### src/rtl/imem_fetch_sequencer.sv
// imem_fetch_sequencer: arbitrates a byte-wide sync instruction memory between 4-byte IF fetches and loader writes
module imem_fetch_sequencer #(
  parameter int ADDR_W = 10
) (
  input  logic              clk1,
  input  logic              rst,
  input  logic              fetch_req,
  input  logic [ADDR_W-1:0] fetch_addr,
  input  logic              fetch_flush,
  output logic              fetch_ready,
  output logic              fetch_valid,
  output logic [31:0]       fetch_instr,
  input  logic              load_req,
  input  logic [ADDR_W-1:0] load_addr,
  input  logic [7:0]        load_data,
  output logic              load_ack,
  output logic              busy,
  output logic [ADDR_W-1:0] mem_addr,
  output logic              mem_re,
  output logic              mem_we,
  output logic [7:0]        mem_wdata,
  input  logic [7:0]        mem_rdata
);
  typedef enum logic [1:0] {IDLE, FETCH, DRAIN, WRITE} state_t;
  state_t      state;
  logic [1:0]  k;
  logic [23:0] lanes;
  logic        last_load;
  logic        idle, grant_fetch, grant_load;
  assign idle        = state == IDLE;
  // alternate on contention; last_load resets high so fetch wins the first tie
  assign grant_fetch = idle & fetch_req & ~fetch_flush & (~load_req | last_load);
  assign grant_load  = idle & load_req & ~grant_fetch;
  assign fetch_ready = grant_fetch & ~rst;
  assign busy        = ~idle;
  always_ff @(posedge clk1 or posedge rst) begin
    if (rst) begin
      state       <= IDLE;
      k           <= '0;
      lanes       <= '0;
      last_load   <= 1'b1;
      fetch_valid <= 1'b0;
      fetch_instr <= '0;
      load_ack    <= 1'b0;
      mem_addr    <= '0;
      mem_re      <= 1'b0;
      mem_we      <= 1'b0;
      mem_wdata   <= '0;
    end else begin
      fetch_valid <= 1'b0;
      load_ack    <= 1'b0;
      case (state)
        IDLE:
          if (grant_fetch) begin
            state     <= FETCH;
            k         <= '0;
            mem_addr  <= fetch_addr;
            mem_re    <= 1'b1;
            last_load <= 1'b0;
          end else if (grant_load) begin
            state     <= WRITE;
            mem_addr  <= load_addr;
            mem_wdata <= load_data;
            mem_we    <= 1'b1;
            load_ack  <= 1'b1;
            last_load <= 1'b1;
          end
        FETCH: begin
          // read data lags the issued address by one beat
          if (k != 2'd0) lanes <= {lanes[15:0], mem_rdata};
          if (fetch_flush) begin
            state  <= IDLE;
            mem_re <= 1'b0;
          end else if (k == 2'd3) begin
            state  <= DRAIN;
            mem_re <= 1'b0;
          end else begin
            k        <= k + 2'd1;
            mem_addr <= mem_addr + ADDR_W'(1);
          end
        end
        DRAIN: begin
          state <= IDLE;
          if (!fetch_flush) begin
            fetch_valid <= 1'b1;
            fetch_instr <= {lanes, mem_rdata};
          end
        end
        WRITE: begin
          state  <= IDLE;
          mem_we <= 1'b0;
        end
        default: state <= IDLE;
      endcase
    end
  end
endmodule

### config.mk
export PLATFORM = sky130hd
export DESIGN_NAME = imem_fetch_sequencer
export DESIGN_NICKNAME = d
export VERILOG_FILES = /design/src/rtl/imem_fetch_sequencer.sv
export SDC_FILE = /design/constraint.sdc
export NUM_CORES = 1
export LEC_CHECK = 0
export ABC_CLOCK_PERIOD_IN_PS = 3800
export CORE_ASPECT_RATIO = 0.6
export CORE_MARGIN = 3
export CORE_UTILIZATION = 26
export CTS_CLUSTER_SIZE = 28
export DETAILED_ROUTE_END_ITERATION = 6
export GPL_TIMING_DRIVEN = 0
export MAX_ROUTING_LAYER = met4
export PLACE_DENSITY = 0.57
export SETUP_SLACK_MARGIN = 0.2
export SLEW_MARGIN = 20
export SYNTH_ARGS = -nofsm -noshare
export SYNTH_HDL_FRONTEND = slang
export SYNTH_SLANG_ARGS = --single-unit
export TNS_END_PERCENT = 10
### constraint.sdc
create_clock -name clk1 -period 3.8 [get_ports clk1]
set_input_delay 0.76 -clock clk1 [delete_from_list [all_inputs] [get_ports clk1]]
set_output_delay 0.76 -clock clk1 [all_outputs]
set_load 0.01 [all_outputs]
Word level (Yosys, flattened, before mapping)
Cells that the tools add are included.

Output and inout port bits: 56. Flip-flop bits (word level): 83. Bits of input ports: 41. Word-level logic and storage cells: 78.

Eq/ne operators: 11. $add $sub $neg: 2. Reduce and logical (&&, ||, !) cells: 15. Muxes and demuxes: 27. Bitwise gates (word level): 12.

Operator list (count): 10-bit 2-to-1 mux (4); 10-bit one-hot mux with 2 select lines (1); 2-bit 2-to-1 mux (7); 1-bit 2-to-1 mux (11); 10-bit by 1-bit adder with 10-bit output, second input constant (1); 3-bit AND reduction (3); 2-bit AND reduction (4); 4-bit AND reduction (2); 2-bit nonzero test (4); 1-bit AND (6); 2-bit equality test, second input constant (3); 2-bit != test, second input constant (3); 2-bit one-hot mux with 3 select lines (1); 1-bit inverter (5); 2-bit by 1-bit != test with 1-bit output, second input constant (2); 1-bit one-hot mux with 2 select lines (2); 2-bit one-hot mux with 2 select lines (1); 3-bit by 1-bit != test with 1-bit output, second input constant (1); 3-bit != test, second input constant (1); 2-bit by 1-bit adder with 2-bit output, second input constant (1); 2-bit by 1-bit equality test with 1-bit output, second input constant (1); 2-bit zero test (1); 2-bit OR reduction (1); 1-bit OR (1).

Depth between registers and ports, before layout
Gate-level depths: netlist of run 1.

Depth after elaboration: 9. Mapped depth: 10. Mapped depth without buffers: 7.

Least setup slack after synthesis of run 1
OpenSTA, ideal clock, no wires.

Kind: input to output. Start: in fetch_flush. End: out fetch_ready. Path slack: 1.571 ns. Stages: 5. Data arrival time: 1.469 ns. Required time: 3.040 ns. Path buffers: 2. Cells stage by stage: nand3b_4 > nand2b_4 > buf_6 > buf_6 > nor2_1.

Word-level cells in the longest chain between the ends: 4.

Ends and longest elaborated chain: from (decl) (RTL line 9) `input logic fetch_flush,`; 1-bit inverter (no source line); 1-bit AND (2 in a row) (RTL line 32) `assign grant_fetch = idle & fetch_req & ~fetch_flush & (~load_req | last_load);`; 1-bit AND (RTL line 34) `assign fetch_ready = grant_fetch & ~rst;`; to (decl) (RTL line 10) `output logic fetch_ready,`.

Every way passes these cells.

Final worst setup path of run 1
Same ends and word-level chain as after synthesis.

==> results of run 1 <==
final cells by class:
cell class | count | share of cell area, %
Multi-Input combinational cell | 177 | 28.24
Timing Repair Buffer | 97 | 18.91
Tap cell | 192 | 4.595
Inverter | 9 | 0.6941
Clock buffer | 10 | 4.380
Clock inverter | 5 | 1.508
Sequential cell | 83 | 39.76
Buffer | 16 | 1.915
sequential cells by signal, indices dropped and copies added (netlist names):
name         flops
last_load        1
load_ack         1
lanes           24
fetch_valid      1
mem_re           1
mem_wdata        8
mem_we           1
state            2
fetch_instr     32
k                2
mem_addr        10
power by group:
part / switching [W] / internal [W]
logic: 0.000805 / 0.00111
registers: 0.000293 / 0.00133
clock network: 0.000352 / 0.000571
cell usage after synthesis (2+ instances only):
master                     instances
sky130_fd_sc_hd__nand2b_1          3
sky130_fd_sc_hd__o21ai_0           5
sky130_fd_sc_hd__nand4_1           3
sky130_fd_sc_hd__o22a_1            9
sky130_fd_sc_hd__buf_6             4
sky130_fd_sc_hd__nor2_1           14
sky130_fd_sc_hd__dfrtp_1          82
sky130_fd_sc_hd__inv_1             9
sky130_fd_sc_hd__buf_2             8
sky130_fd_sc_hd__and4_1            2
sky130_fd_sc_hd__nand3_1           3
sky130_fd_sc_hd__nor4_1            2
sky130_fd_sc_hd__clkbuf_1          4
sky130_fd_sc_hd__mux2_2           64
sky130_fd_sc_hd__mux2i_1           2
sky130_fd_sc_hd__nand2_1          18
sky130_fd_sc_hd__o21a_1            2
sky130_fd_sc_hd__a21oi_1          20
sky130_fd_sc_hd__ha_1              7
how the worst max path moves through the flow:
stage / startpoint / end / slack [ns] / cells past startpoint
floorplan: rst / fetch_instr[0]$_DFFE_PP0P_ / 0.90 / 1
global placement: rst / fetch_instr[9]$_DFFE_PP0P_ / -0.61 / 2
detailed placement: fetch_flush / fetch_ready / 0.45 / 7
CTS: fetch_flush / fetch_ready / 0.45 / 7
global route: fetch_flush / fetch_ready / 0.37 / 7
finish: fetch_flush / fetch_ready / 0.47 / 7
metrics by stage:
stage | util, % | cells | TNS, ns | worst slack (ns) | power [W]
finish | 38.02 | 589 | 0 | 0.4657 | 0.004458
global route | 38.02 | 589 | 0 | 0.3693 | 0.004776
CTS | 38.02 | 589 | 0 | 0.4503 | 0.004534
detailed placement | 35.78 | 574 | 0 | 0.4492 | 0.003575
global placement | 35.56 | 573 | -49.28 | -0.6085 | 0.003528
floorplan | - | 285 | 0 | 0.9049 | 0.002641
cells by family (layout without fill, tap and decap cells):
kind of cell / after synthesis / in the layout / share of synthesized area [%]
buffers and inverters: 25 / 137 / 3.629
adder cells (fa/ha/maj): 7 / 7 / 2.374
flip-flops: 83 / 83 / 56.34
AO/OA/AOI/OAI: 48 / 48 / 8.718
AND/OR/NAND/NOR: 55 / 55 / 8.446
multiplexers: 67 / 67 / 20.49
worst max-delay path, cell delays in order:
cell and delay [ns]:
sky130_fd_sc_hd__clkdlybuf4s50_1 0.52, sky130_fd_sc_hd__nand3b_4 0.24, sky130_fd_sc_hd__nand2b_4 0.15, sky130_fd_sc_hd__buf_6 0.13
sky130_fd_sc_hd__buf_6 0.14, sky130_fd_sc_hd__nor2_1 0.08, sky130_fd_sc_hd__clkdlybuf4s50_1 0.54
routing by layer:
layer / global-route usage, % / routed length (um)
met4: 3.631 / 88
met3: 3.434 / 413
met1: 18.91 / 4843
met5: - / 0
met2: 17.71 / 4129
==> impl_results.md, run 1 <==
* Warnings from Yosys at 0
* Number of nets in the final layout at between 400 and 500
* DRC marker count from the first detailed-route iteration at 88
* Required arrival time at the worst endpoint at between 3 and 4 ns
* Starting Density at 26.83%
* Share of the yosys chip area belonging to registers at a little under three fifths
* Post-place instance area at 4920 sq um
* Cell at the root of the clock tree: sky130_fd_sc_hd__clkbuf_16
* Endpoint, Worst Hold: last_load$_DFFE_PP1P_
* Post-detailed-routing wire length at between 9000 and 10000 um
* Leading cell types by total area after synthesis: sky130_fd_sc_hd__dfrtp_1, sky130_fd_sc_hd__mux2_2, sky130_fd_sc_hd__a21oi_1
* Area used by sequential logic in the layout at 2078 sq um
* Final hold vios at 0
* Class of the most critical setup path: in -> out
* Worst hold margin at slightly below 0.5 ns
* Cts bufs inserted at 9
* Logic depth of the worst register-to-register path at 6
* Share of cells above drive strength 1 at between 20% and 30%
* Classification of the worst-slack hold path: reg -> reg
* Setup repair after global routing missed its margin: false
* Worst Skew at roughly 0.0085 ns
* Via count at between 2000 and 3000
* Mapped Nets at 333
* Total setup buffers inserted after CTS at 0
* Initial antenna violation count at 0
* Area of the placeable core at about 14000 sq um
* Clock transition time at the flip-flop clock pins of the worst setup and hold paths at roughly 0.06 ns
* Kind of end point of the critical path: primary output
* Critical-path maximum fanout at 10
* EDFF count, synth at 0
* Most used flip-flop cell after synthesis: sky130_fd_sc_hd__dfrtp_1
* Max transition margin at a little over three fifths
* MaxCap Viol Count at 0
* Worst Hold Path Cells at 2
* Maximum ir drop on the vdd rail at 0.2683 mV
* Number of standard-cell rows in the floorplan at 33
* I/O pin count at 97
* Overall Global Routing Usage at 13.02%
* CTS tree: built
* Data arrival time of the critical path at 2.57 ns
* Count of antenna-violating nets left after detailed routing at 0
* Post-layout instance area at 5228 sq um
* Outcome: finished clean
* Count of unresolved DRC violations after routing at 0
* CTS sink count at 83
* IO buf count at between 90 and 100
* Detail-routed via count per cell at 4.469
* Register-to-register path setup slack at 1.79 ns
* Routed wire length per instance at about 16 um
* Hold path startpoint: last_load$_DFFE_PP1P_
* Post-synthesis async set-or-reset flop share at 100.0%
* Die Span Y at just under 100 um
* Number of distinct library cells after synthesis at between 40 and 50
* Flops & latches, synth at 83
* Post-synthesis cell area at 3689 sq um
* Cell count after synthesis at around 290
* Max Transition Viols Final at 0
* Number of filler instances in the final layout at around 1300
* Multi-input logic area at approximately 1500 sq um
* Achievable clock frequency at between 200 and 300 MHz
* Number of failing setup endpoints in the final timing report at 0
* Area fraction of the dominant cell type after synthesis at approximately 56%
* Chip width at 159.8 um
* Power density over the cells at 852.7 nW/um^2
* Leak Pwr at approximately 2.2 nW
* Final worst path period share at between 80% and 90%
* FF-to-FF End: lanes[23]$_DFFE_PP0P_
* Clock Path Buffers at 2
* Crit start category: primary input
* Antenna Diode Count at 0
* Hold bufs inserted after CTS at 0
* Startpoint of the worst-slack reg-to-reg timing path: state[1]$_DFFE_PP0P_
* Detailed placer's ending HPWL at ~7000 um
* Post-layout min period at between 3 and 4 ns
* Clock network latency to the later pin of the worst-skew pair at between 0.3 and 0.4 ns
* Overflow left after global routing at 0
* Vias in the first global route at between 2000 and 3000
* CTS H-Tree Depth at 3
* Largest net degree at the start of global routing at between 50 and 60
* Slew of the pin with the lowest slew margin at between 0.5 and 0.6 ns
* Cell taking the most area after synthesis: sky130_fd_sc_hd__dfrtp_1
* Number of search-and-repair iterations in the first detailed-routing pass at 4
* Avg Inst Size Synth at 12.94 sq um
* Global-route wire length before repair at around 15000 um
* Area growth from synthesis to layout at 41.72%
* Highest-count cells in the layout ignoring fill and taps: sky130_fd_sc_hd__clkdlybuf4s50_1, sky130_fd_sc_hd__dfrtp_1, sky130_fd_sc_hd__mux2_2
* Resize count post-CTS at 0
* Routability Congestion at between 0.8 and 0.9
* Overall die area at between 15000 and 20000 sq um
* Most frequent standard cell in the layout excluding fill and tap cells: sky130_fd_sc_hd__clkdlybuf4s50_1
Power figures use the tool's default switching activity.
==> run 2, diff against run 1 <==
Settings changed: CELL_PAD_IN_SITES_DETAIL_PLACEMENT set to 1, CELL_PAD_IN_SITES_GLOBAL_PLACEMENT set to 1, MAX_ROUTING_LAYER met4 to not set, PLACE_DENSITY 0.57 to 0.67.
==> impl_results.md, run 2 (synthesis gave the netlist of run 1 again) <==
* Cell-by-cell trace of the critical path: clkdlybuf4s50_1 -> nand3b_4 -> nand2b_4 -> buf_6 -> buf_6 -> nor2_1 -> clkdlybuf4s50_1
* Initial antenna violation count at 0 (unchanged)
* Design internal power at 0.003086 W (+2.6%)
* Clock Path Buffers at 2 (unchanged)
* Multi-input logic area at 1476 sq um (unchanged)
* Detail-routed via count per cell at 4.559 (+2.0%)
* Overall die area at 15700 sq um (unchanged)
* Highest-count cells in the layout ignoring fill and taps: sky130_fd_sc_hd__clkdlybuf4s50_1, sky130_fd_sc_hd__dfrtp_1, sky130_fd_sc_hd__mux2_2
* Number of nets in the final layout at 441 (unchanged)
* CTS tree: built
* Slowest-stage cell, CP: sky130_fd_sc_hd__clkdlybuf4s50_1
* Register with the highest flop count: fetch_instr
* Final Power at 0.004583 W (+2.8%)
* Slew of the pin with the lowest slew margin at 0.5763 ns (+0.02446 ns)
* Power density over the cells at 871.0 nW/um^2 (+2.1%)
* Resize count post-CTS at 0 (unchanged)
* CTS H-Tree Depth at 3 (unchanged)
* Number of search-and-repair iterations in the first detailed-routing pass at 4 (unchanged)
* Global-route wire length before repair at 16170 um (+4.4%)
* Count of unresolved DRC violations after routing at 0 (unchanged)
* Die Span Y at 98.26 um (unchanged)
* Clock transition time at the flip-flop clock pins of the worst setup and hold paths at 0.06 ns (about the same)
* Final worst path period share at 87.97% (+0.23 points)
* Required arrival time at the worst endpoint at 3.04 ns (about the same)
* Antenna Diode Count at 0 (unchanged)
* Critical-path maximum fanout at 10 (unchanged)
* Maximum ir drop on the vdd rail at 0.2817 mV (+5.0%)
* Cell at the root of the clock tree: sky130_fd_sc_hd__clkbuf_16
* Routed wire length per instance at 17.06 um (+6.1%)
* Final hold vios at 0 (unchanged)
* Number of failing setup endpoints in the final timing report at 0 (unchanged)
* Total setup buffers inserted after CTS at 0 (unchanged)
* Worst Skew at 0.01232 ns (+0.003815 ns)
* Kind of end point of the critical path: primary output
* Post-detailed-routing wire length at 10070 um (+6.2%)
* Via count at 2690 (+2.2%)
* Top Registers: fetch_instr x32, lanes x24, mem_addr x10
* Area used by sequential logic in the layout at 2078 sq um (unchanged)
* Achievable clock frequency at 299.1 MHz (-0.26%)
* I/O pin count at 97 (unchanged)
* Chip width at 159.8 um (unchanged)
* IO buf count at 96 (unchanged)
* MaxCap Viol Count at 0 (unchanged)
* Switching power at 0.001497 W (+3.3%)
* Crit start category: primary input
* Area growth from synthesis to layout at 42.64%
* Detailed placer's ending HPWL at 7642 um (+9.3%)
* Leak Pwr at 2.206 nW (+0.50%)
* Most frequent standard cell in the layout excluding fill and tap cells: sky130_fd_sc_hd__clkdlybuf4s50_1
* Count of antenna-violating nets left after detailed routing at 0 (unchanged)
* Max transition margin at 61.58% (-1.6 points)
* Clock share of power at 22.2% (+1.5 points)
* Overall Global Routing Usage at 13.10% (+0.077 points)
* Number of filler instances in the final layout at 1464 (+10%)
* Vias in the first global route at 2887 (+4.8%)
* Max Transition Viols Final at 0 (unchanged)
* CTS sink count at 83 (unchanged)
* Final standard cell utilization of the core at 38.27% (+0.25 points)
* Overflow left after global routing at 0 (unchanged)
* Classification of the worst-slack hold path: reg -> reg
* Cts bufs inserted at 9 (unchanged)
* Class of the most critical setup path: in -> out
* Clock network latency to the later pin of the worst-skew pair at 0.33 ns (about the same)
* Hold bufs inserted after CTS at 0 (unchanged)
* Data arrival time of the critical path at 2.58 ns (about the same)
* Routability Congestion at 0.8215 (+2.5%)
* Number of standard-cell rows in the floorplan at 33 (unchanged)
* Switching share of power at 32.67% (+0.15 points)
* Post-layout min period at 3.343 ns (+0.008701 ns)
* Largest incremental delay on the critical path at 0.54 ns (about the same)
* Share of total power in combinational logic at 42.0% (-0.9 points)
* Outcome: finished clean
* DRC marker count from the first detailed-route iteration at 56 (-36%)
* Area of the placeable core at 13750 sq um (unchanged)
* Starting Density at 26.83% (unchanged)
* Setup repair after global routing missed its margin: false
* Share of cells above drive strength 1 at 26.13% (+0.44 points)
* Portion of total power attributed to sequential cells at 35.8% (-0.6 points)
* Max reg flops at 32 (unchanged)
* Largest net degree at the start of global routing at 46 (-19%)
run 2: layout make-up:
type / instances / area share (%)
Buffer: 16 / 1.902
Clock buffer: 9 / 4.281
Clock inverter: 7 / 2.354
Inverter: 9 / 0.6897
Multi-Input combinational cell: 177 / 28.06
Sequential cell: 83 / 39.50
Tap cell: 192 / 4.566
Timing Repair Buffer: 97 / 18.64
run 2: power groups by stage:
stage	logic, W	registers (W)	clock network [W]
after floorplan	0.000938	0.00170	0
after global placement	0.00190	0.00163	0
after detailed placement	0.00196	0.00166	0
after CTS	0.00197	0.00164	0.00106
after global routing	0.00210	0.00171	0.00109
final	0.00193	0.00164	0.00102
run 2: worst max-delay path: cells and delay by family:
kind	cells	cell delay, ns
buf+inv	4	1.33
simple gates	3	0.48
run 2: worst paths after layout:
kind	from	endpoint	slack, ns	depth (start not counted)
max	fetch_flush	fetch_ready	0.46	7
min	last_load$_DFFE_PP1P_	last_load$_DFFE_PP1P_	0.50	2
max reg2reg	state[1]$_DFFE_PP0P_	lanes[15]$_DFFE_PP0P_	1.78	6
min reg2reg	last_load$_DFFE_PP1P_	last_load$_DFFE_PP1P_	0.50	2
max in group asynchronous	rst	last_load$_DFFE_PP1P_	2.25	3
min in group asynchronous	rst	load_ack$_DFF_PP0_	0.87	2
run 2: metrics by stage:
step / area, sq um / hold slack, ns / setup slack (ns) / TNS [ns] / cells
6_report: 5261 / 0.4992 / 0.4570 / 0 / 590
2_1_floorplan: 3689 / 0.4613 / 0.9049 / 0 / 285
3_5_place_dp: 4912 / 0.4896 / 0.4432 / 0 / 574
4_1_cts: 5261 / 0.4995 / 0.4294 / 0 / 590
5_1_grt: 5261 / 0.5263 / 0.3877 / 0 / 590
3_3_place_gp: 4890 / 0.4827 / -0.5778 / -46.81 / 573
run 2: metal layers:
metal  vias to the layer above  global-route usage, %  part of all wire (%)
met1                      1382                  18.60                    49
li1                       1244                      -                     -
met3                         6                  3.306                   4.5
met5                         -                      0                     0
met4                         0                  3.631                  0.94
met2                        58                  19.88                    45
==> run 3, diff against run 2 <==
Settings changed: CELL_PAD_IN_SITES_DETAIL_PLACEMENT 1 to 2, CELL_PAD_IN_SITES_GLOBAL_PLACEMENT 1 to 2, MAX_ROUTING_LAYER set to met4, PLACE_DENSITY 0.67 to 0.76.
==> impl_results.md, run 3 (synthesis gave the netlist of run 1 again) <==
* Post-place instance area at 4912 sq um (unchanged)
* Total setup buffers inserted after CTS at 0 (unchanged)
* Most frequent standard cell in the layout excluding fill and tap cells: sky130_fd_sc_hd__clkdlybuf4s50_1
* Clock Path Buffers at 2 (unchanged)
* Largest incremental delay on the critical path at 0.54 ns (about the same)
* Final standard cell utilization of the core at 38.08% (-0.18 points)
* Register-to-register path setup slack at 1.76 ns (-0.02 ns)
* Met2 WL post-DR at 5064 um (+11%)
* Crit start category: primary input
* Max reg flops at 32 (unchanged)
* Overflow left after global routing at 0 (unchanged)
* Max transition margin at 56.00% (-5.6 points)
* Chip width at 159.8 um (unchanged)
* Endpoint, Worst Hold: lanes[22]$_DFFE_PP0P_
* FF-to-FF End: lanes[4]$_DFFE_PP0P_
* Highest signal layer in the routed design: met4
* Count of antenna-violating nets left after detailed routing at 0 (unchanged)
* Clock transition time at the flip-flop clock pins of the worst setup and hold paths at 0.06 ns (about the same)
* Buffers and inverters on the worst path at 4 (unchanged)
* Setup repair after global routing missed its margin: false
* Resize count post-CTS at 0 (unchanged)
* Top Registers: fetch_instr x32, lanes x24, mem_addr x10
* Via count at 2648 (-1.6%)
* Cell-by-cell trace of the critical path: clkdlybuf4s50_1 -> nand3b_4 -> nand2b_4 -> buf_6 -> buf_6 -> nor2_1 -> clkdlybuf4s50_1
* DRC marker count from the first detailed-route iteration at 99 (+77%)
* MaxCap Viol Count at 0 (unchanged)
* Achievable clock frequency at 299.8 MHz (+0.21%)
* Detail-routed via count per cell at 4.488 (-1.6%)
* Outcome: finished clean
* Area of the placeable core at 13750 sq um (unchanged)
* Post-detailed-routing wire length at 10800 um (+7.3%)
* Starting Density at 26.83% (unchanged)
* Hold bufs inserted after CTS at 0 (unchanged)
* Final worst path period share at 87.79% (-0.18 points)
* Overall die area at 15700 sq um (unchanged)
* Register with the highest flop count: fetch_instr
* Hold path startpoint: lanes[22]$_DFFE_PP0P_
* Slowest-stage cell, CP: sky130_fd_sc_hd__clkdlybuf4s50_1
* Cell count after placement at 574 (unchanged)
* Routed wire length per instance at 18.30 um (+7.3%)
* Number of failing setup endpoints in the final timing report at 0 (unchanged)
* Data arrival time of the critical path at 2.58 ns (about the same)
* Number of filler instances in the final layout at 1404 (-4.1%)
* Largest net degree at the start of global routing at 49 (+6.5%)
* Required arrival time at the worst endpoint at 3.04 ns (about the same)
* Number of standard-cell rows in the floorplan at 33 (unchanged)
* Kind of end point of the critical path: primary output
* CTS H-Tree Depth at 3 (unchanged)
* Met3 wirelength from detailed routing at 480 um (+6.9%)
* Overall Global Routing Usage at 14.91% (+1.8 points)
* Cts bufs inserted at 9 (unchanged)
* Detailed placer's ending HPWL at 8155 um (+6.7%)
* Vias in the first global route at 3068 (+6.3%)
* Crit. Startpoint: fetch_flush
* Antenna Diode Count at 0 (unchanged)
* Wire length on met1 at 5174 um (+4.1%)
* Class of the most critical setup path: in -> out
* Cell at the root of the clock tree: sky130_fd_sc_hd__clkbuf_16
* Number of search-and-repair iterations in the first detailed-routing pass at 4 (unchanged)
* Worst Skew at 0.008187 ns (-0.004133 ns)
* Highest-count cells in the layout ignoring fill and taps: sky130_fd_sc_hd__clkdlybuf4s50_1, sky130_fd_sc_hd__dfrtp_1, sky130_fd_sc_hd__mux2_2
* Post-layout instance area at 5236 sq um (-0.48%)
* Classification of the worst-slack hold path: reg -> reg
* Number of nets in the final layout at 441 (unchanged)
* Clock network latency to the later pin of the worst-skew pair at 0.33 ns (about the same)
* Max Transition Viols Final at 0 (unchanged)
* Maximum ir drop on the vdd rail at 0.2732 mV (-3.0%)
* IO buf count at 96 (unchanged)
* Count of unresolved DRC violations after routing at 0 (unchanged)
* Final hold vios at 0 (unchanged)
* CTS sink count at 83 (unchanged)
* Die Span Y at 98.26 um (unchanged)
* Critical-path maximum fanout at 10 (unchanged)
* CTS tree: built
* Final Power at 0.004544 W (-0.84%)
* Global-route wire length before repair at 17730 um (+9.6%)
* Leak Pwr at 2.196 nW (-0.46%)
* Final Instance Count excl. Fillers at 590 (unchanged)
* Routability Congestion at 0.8318 (+1.3%)
* Post-layout min period at 3.336 ns (-0.006942 ns)
* Worst Hold Path Cells at 1 (-1)
* Power density over the cells at 867.9 nW/um^2 (-0.36%)
* I/O pin count at 97 (unchanged)
* Share of cells above drive strength 1 at 26.13% (unchanged)
* Initial antenna violation count at 0 (unchanged)
* Slew of the pin with the lowest slew margin at 0.6600 ns (+0.08374 ns)
* Worst hold margin at 0.5011 ns (+0.001932 ns)
* Logic depth of the worst register-to-register path at 6 (unchanged)
* Startpoint of the worst-slack reg-to-reg timing path: state[1]$_DFFE_PP0P_
* Top delay family on crit path: buffers and inverters
* Area growth from synthesis to layout at 41.96%
-- run 3: final cells by class --
type / count / area (sq um) / share of cell area [%]
buffer: 16 / 100.1 / 1.912
clock buffer: 9 / 225.2 / 4.301
clock inverter: 7 / 98.84 / 1.888
inverter: 9 / 36.28 / 0.6930
multi-input combinational: 177 / 1476 / 28.20
sequential: 83 / 2078 / 39.69
tap: 192 / 240.2 / 4.588
timing repair buffer: 97 / 980.9 / 18.73
-- run 3: worst max path at each step --
stage | to | slack, ns | cells after the start
6_report | fetch_ready | 0.46 | 7
5_1_grt | fetch_ready | 0.37 | 7
4_1_cts | fetch_ready | 0.45 | 7
3_5_place_dp | fetch_ready | 0.46 | 7
3_3_place_gp | fetch_instr[7]$_DFFE_PP0P_ | -0.61 | 2
2_1_floorplan | fetch_instr[0]$_DFFE_PP0P_ | 0.90 | 1
-- run 3: power breakdown --
part / switching (W) / internal, W / leakage [nW]
Clock: 0.000368 / 0.000580 / 0.156
Combinational: 0.000841 / 0.00111 / 1.05
Sequential: 0.000317 / 0.00133 / 0.993
Total: 0.00153 / 0.00302 / 2.20
-- run 3: worst register-to-register path, cell delays in order (launching register included) --
cell and delay, ns:
sky130_fd_sc_hd__dfrtp_1 0.41, sky130_fd_sc_hd__inv_1 0.09, sky130_fd_sc_hd__ha_1 0.27, sky130_fd_sc_hd__nand2b_1 0.10, sky130_fd_sc_hd__clkbuf_1 0.29, sky130_fd_sc_hd__buf_2 0.37, sky130_fd_sc_hd__mux2_2 0.39
-- run 3: per-layer routing --
metal	track usage [%]	vias up
met5	-	-
met4	3.430	0
met3	3.561	5
met2	23.42	54
met1	19.66	1357
li1	-	1232
-- run 3: per-stage QoR --
step	setup TNS [ns]	setup slack, ns
2_1_floorplan	0	0.9049
3_3_place_gp	-49.55	-0.6097
3_5_place_dp	0	0.4615
4_1_cts	0	0.4534
5_1_grt	0	0.3655
6_report	0	0.4640
